`src/rtl/buffer_memory_auto_addr_pkg.sv`:
```
// Shared constants and helpers for the auto-addressed FIFO buffer and its RAM.
// Pointers carry one extra wrap bit above the memory address.
package buffer_memory_auto_addr_pkg;

    localparam int BUF_DATA_WIDTH = 32;
    localparam int BUF_ADDR_WIDTH = 4;
    localparam int BUF_PTR_WIDTH  = BUF_ADDR_WIDTH + 1;

    function automatic int ptr_width(input int addr_width);
        return addr_width + 1;
    endfunction

    // Per-cycle accept decision, bundled so the top can pass both strobes together.
    typedef struct packed {
        logic wr;
        logic rd;
    } buf_accept_t;

endpackage

```
`src/rtl/buffer_memory_ram.sv`:
```
// Simple dual-port RAM: synchronous write, registered read with enable.
// Only the read register is reset; the storage array keeps its contents.
module buffer_memory_ram
    import buffer_memory_auto_addr_pkg::*;
#(
    parameter int DATA_WIDTH = BUF_DATA_WIDTH,
    parameter int ADDR_WIDTH = BUF_ADDR_WIDTH
) (
    input  logic                  clk,
    input  logic                  reset,
    input  logic                  i_wr_en,
    input  logic [ADDR_WIDTH-1:0] i_wr_addr,
    input  logic [DATA_WIDTH-1:0] i_wr_data,
    input  logic                  i_rd_en,
    input  logic [ADDR_WIDTH-1:0] i_rd_addr,
    output logic [DATA_WIDTH-1:0] o_rd_data
);

    localparam int DEPTH = 2 ** ADDR_WIDTH;

    logic [DATA_WIDTH-1:0] r_mem [DEPTH];
    logic [DATA_WIDTH-1:0] r_rd_data;

    always_ff @(posedge clk) begin
        if (i_wr_en) begin
            r_mem[i_wr_addr] <= i_wr_data;
        end
    end

    // Read-before-write: a same-address write in this cycle is not visible here.
    always_ff @(posedge clk) begin
        if (reset) begin
            r_rd_data <= '0;
        end else if (i_rd_en) begin
            r_rd_data <= r_mem[i_rd_addr];
        end
    end

    assign o_rd_data = r_rd_data;

endmodule

```
`src/rtl/buffer_memory_auto_addr.sv`:
```
// Single-clock FIFO with internally generated addresses; holds the wrap-bit
// pointers, full/empty detection and the accept logic around a dual-port RAM.
module buffer_memory_auto_addr
    import buffer_memory_auto_addr_pkg::*;
#(
    parameter int DATA_WIDTH = BUF_DATA_WIDTH,
    parameter int ADDR_WIDTH = BUF_ADDR_WIDTH
) (
    input  logic                  clk,
    input  logic                  reset,
    input  logic [DATA_WIDTH-1:0] data_in,
    input  logic                  wr_en,
    input  logic                  rd_en,
    output logic [DATA_WIDTH-1:0] data_out,
    output logic                  data_av
);

    localparam int PW = ptr_width(ADDR_WIDTH);

    logic [PW-1:0] count_in;
    logic [PW-1:0] count_out;

    logic          w_empty;
    logic          w_full;
    buf_accept_t   w_acc;

    assign w_empty = (count_in == count_out);
    assign w_full  = (count_in[ADDR_WIDTH-1:0] == count_out[ADDR_WIDTH-1:0]) &&
                     (count_in[ADDR_WIDTH] != count_out[ADDR_WIDTH]);

    // Gating with !reset keeps X enables from reaching the RAM during reset.
    // A read frees a slot, so a write is still taken when full if a read goes too.
    always_comb begin
        w_acc    = '0;
        w_acc.rd = !reset && rd_en && !w_empty;
        w_acc.wr = !reset && wr_en && (!w_full || w_acc.rd);
    end

    always_ff @(posedge clk) begin
        if (reset) begin
            count_in  <= '0;
            count_out <= '0;
        end else begin
            if (w_acc.wr) begin
                count_in <= count_in + PW'(1);
            end
            if (w_acc.rd) begin
                count_out <= count_out + PW'(1);
            end
        end
    end

    buffer_memory_ram #(
        .DATA_WIDTH (DATA_WIDTH),
        .ADDR_WIDTH (ADDR_WIDTH)
    ) u_ram (
        .clk       (clk),
        .reset     (reset),
        .i_wr_en   (w_acc.wr),
        .i_wr_addr (count_in[ADDR_WIDTH-1:0]),
        .i_wr_data (data_in),
        .i_rd_en   (w_acc.rd),
        .i_rd_addr (count_out[ADDR_WIDTH-1:0]),
        .o_rd_data (data_out)
    );

    assign data_av = !w_empty;

endmodule

```
`config.mk`:
```
export PLATFORM = sky130hd
export DESIGN_NAME = buffer_memory_auto_addr
export DESIGN_NICKNAME = d
export VERILOG_FILES = /design/src/rtl/buffer_memory_auto_addr_pkg.sv /design/src/rtl/buffer_memory_ram.sv /design/src/rtl/buffer_memory_auto_addr.sv
export SDC_FILE = /design/constraint.sdc
export NUM_CORES = 1
export LEC_CHECK = 0
export ABC_AREA = 1
export CORE_MARGIN = 2
export CORE_UTILIZATION = 45
export DETAILED_ROUTE_END_ITERATION = 6
export SYNTH_ARGS = -nofsm -noshare
export SYNTH_HDL_FRONTEND = slang
export SYNTH_SLANG_ARGS = --single-unit
```
`constraint.sdc`:
```
create_clock -name clk -period 3.3 [get_ports clk]
set_clock_uncertainty 0.05 [all_clocks]
set_input_delay 0.66 -clock clk [delete_from_list [all_inputs] [get_ports clk]]
set_output_delay 0.66 -clock clk [all_outputs]
set_load 0.1 [all_outputs]
```
==> reports/summary.txt <==
placer congestion estimate - 0.862
CP top delay family - simple AND/OR/NAND/NOR gates
Num CTS Buffers - 57
critical-path cell list - clkinv_2 -> nand2_1 -> nand2_1 -> nor2_4 -> nand3_4 -> buf_12
hold_buf cts - 0
post-CTS setup buffer count - 0
Net Sw Frac - 24.2%
most frequent cells in the layout - 609 x nand2_1, 512 x edfxtp_1, 268 x inv_1
aggregate global routing overflow - 0
CTS max path bufs - 3
hold crit path type - register to register
cell mode on critical path - nand2_1
Reg2Reg Setup Slack - 820 ps
# H-tree levels - 2
Synth Area per Inst - 10.5 µm²
Buffers on Ports - 68
DR iter-0 viols - 1,399
warnings from Yosys - 0
max-slew violations - 0
number of global-route vias before repair - 14,617
Cell Rows - 83
Die ar. - 53,500 µm²
critical path class - register to output pin
Mapped Cells - 2,221
Clock Pin Slew Worst Setup and Hold Paths - 60 ps
LEAKAGE - 10.7 nW
Buf/Inv on CP - 2
Yosys cell types - 24
fin nets - 2,326
slowest CP cell - dfxtp_4
initial cell density of the core - 45.4%
PostCTS Resize Cnt - 0
worst vdd ir - 0.487 mV
routed len/inst - 19.7 µm
crit end category - output pin
Max-Slew Margin vs Limit - 31.1%
Min-Delay Path Depth - 2
post-synthesis sequential area ratio - 69.7%
final setup vio count - 0
Area after DPL - 24,900 µm²
NetSw - 3.66 mW
DRC errors left - 0
root buffer cell - clkbuf_16
Data required, critical path - 2590 ps
area delta synth->final - 14.7%
fin area - 26,700 µm²
status - completed
core region area - 51,200 µm²
CP max stage delay - 510 ps
Tot GR Track Use - 22.4%
unrepaired setup endpoints after global routing - no
fraction of layout cells with a size suffix above 1 - 8.19%
CTS tree - yes
Clk pwr share - 39.8%
R2R depth - 10
IO Pins - 69
via count - 15,341
Seq pwr share - 51.6%
drt total wl - 59.3 mm
chip width - 231 µm
commonest non-fill, non-tap cell in the layout - nand2_1
Tmin final - 3030 ps
TritonRoute pass-1 iters - 5
Min Hold Slack - 429 ps
Synthesized Nets - 2,262
Post-Syn Area - 23,300 µm²
CP max FO - 37
fmax - 330 MHz
crit share post-route - 91.9%
first-pass GRT wire length - 89.4 mm
worst endpoint data arrival time - 2320 ps
Comb pwr share - 8.6%
initial antenna violation count - 0
critical path depth - 6
PD cells - 568 nW/µm²
total of max-cap violations - 0
crit start category - register
antenna cells - 0
largest net degree at the start of global routing - 207
Slew @ Worst Pin - 1030 ps
Vias/cell - 5.09
worst-skew pair later-pin latency - 610 ps
TritonCTS Sinks - 554
Power Internal - 11.5 mW
Die Span Y - 231 µm
antenna violation net count after detailed routing - 0
Final Hold Fails - 0
HPWL after detailed placement - 36.3 mm
#FFs+latches synth - 554
## area by class of cell
class	count	area, µm²
timing repair buffer	121	1210
fill	4441	24500
sequential	554	16200
inverter	272	1030
multi-input combinational	1279	5630
clock buffer	82	1600
clock inverter	25	135
tap	680	851
## through the flow
stage	worst slack (ps)	std cells	setup TNS [ps]	total power [mW]	util, %
after floorplan	-167	2221	-74760	8.79	-
after global placement	307	2906	0	9.26	48.7
after detailed placement	281	2906	0	9.27	48.7
after CTS	242	3013	0	15.3	52.1
after global routing	145	3013	0	15.7	52.1
final	266	3013	0	15.1	52.1
## synth_stat cells
| library cell | n | area (µm²) |
|---|---|---|
| clkinv_1 | 1 | 3.75 |
| buf_1 | 21 | 78.8 |
| nand3_1 | 236 | 1180 |
| nor2_4 | 1 | 11.3 |
| dfxtp_1 | 42 | 841 |
| nand3_4 | 1 | 17.5 |
| nand2_2 | 4 | 25.0 |
| nor2_2 | 2 | 12.5 |
| inv_4 | 1 | 6.26 |
| inv_1 | 268 | 1010 |
| nand2_1 | 609 | 2290 |
| inv_2 | 2 | 7.51 |
| clkbuf_1 | 49 | 184 |
| a21oi_2 | 1 | 8.76 |
| ha_1 | 5 | 62.6 |
| buf_6 | 4 | 45.0 |
| a21oi_1 | 37 | 185 |
| nor2_1 | 247 | 927 |
| buf_4 | 4 | 30.0 |
| buf_2 | 38 | 190 |
| xor2_1 | 6 | 52.6 |
| o21ai_0 | 98 | 490 |
| a21boi_0 | 32 | 240 |
| edfxtp_1 | 512 | 15400 |
## logic make-up (layout without fill, tap and decap cells)
kind of cell / count (synthesis) / after routing / share of synthesized area [%]
buf+inv: 388 / 500 / 6.67
flops: 554 / 554 / 69.7
compound gates: 168 / 168 / 3.97
simple gates: 1100 / 1100 / 19.2
fa+ha+maj: 5 / 5 / 0.269
xor+xnor: 6 / 6 / 0.226
## flip-flops by register name, indices dropped and copies added, names as in the netlist
| signal | cells |
|---|---|
| u_ram.r_mem | 512 |
| u_ram.o_rd_data | 32 |
| count_in | 5 |
| count_out | 5 |
## worst reg2reg max path, delay by kind of cell, from the launching register on
| family | cells | cell delay, ps |
|---|---|---|
| simple gates | 7 | 1080 |
| flops | 1 | 340 |
| buf+inv | 3 | 690 |
## layer usage
metal  share of wire [%]  global-route usage (%)  up-vias
li1                    -                       -     7414
met1                  45                    31.5     7326
met2                  46                    35.8      509
met3                 6.8                    4.12       92
met4                 2.4                    6.01        0
met5                   0                       0        -
## worst paths after layout
| check | start | endpoint |
|---|---|---|
| hold reg to reg | count_in[4] | count_in[4] |
| setup / recovery | count_out[1] | data_av |
| setup reg to reg | count_out[3] | u_ram.r_mem[12][16] |
| hold / removal | count_in[4] | count_in[4] |
## power by group through the flow
stage               clock (mW)  combinational, mW  sequential (mW)
floorplan                    0              0.498             8.29
global route              6.43               1.41             7.82
CTS                       6.13               1.32             7.81
finish                    6.03               1.31             7.81
global placement             0               1.30             7.96
detailed placement           0               1.31             7.96
(Power assumes the default switching activity.)
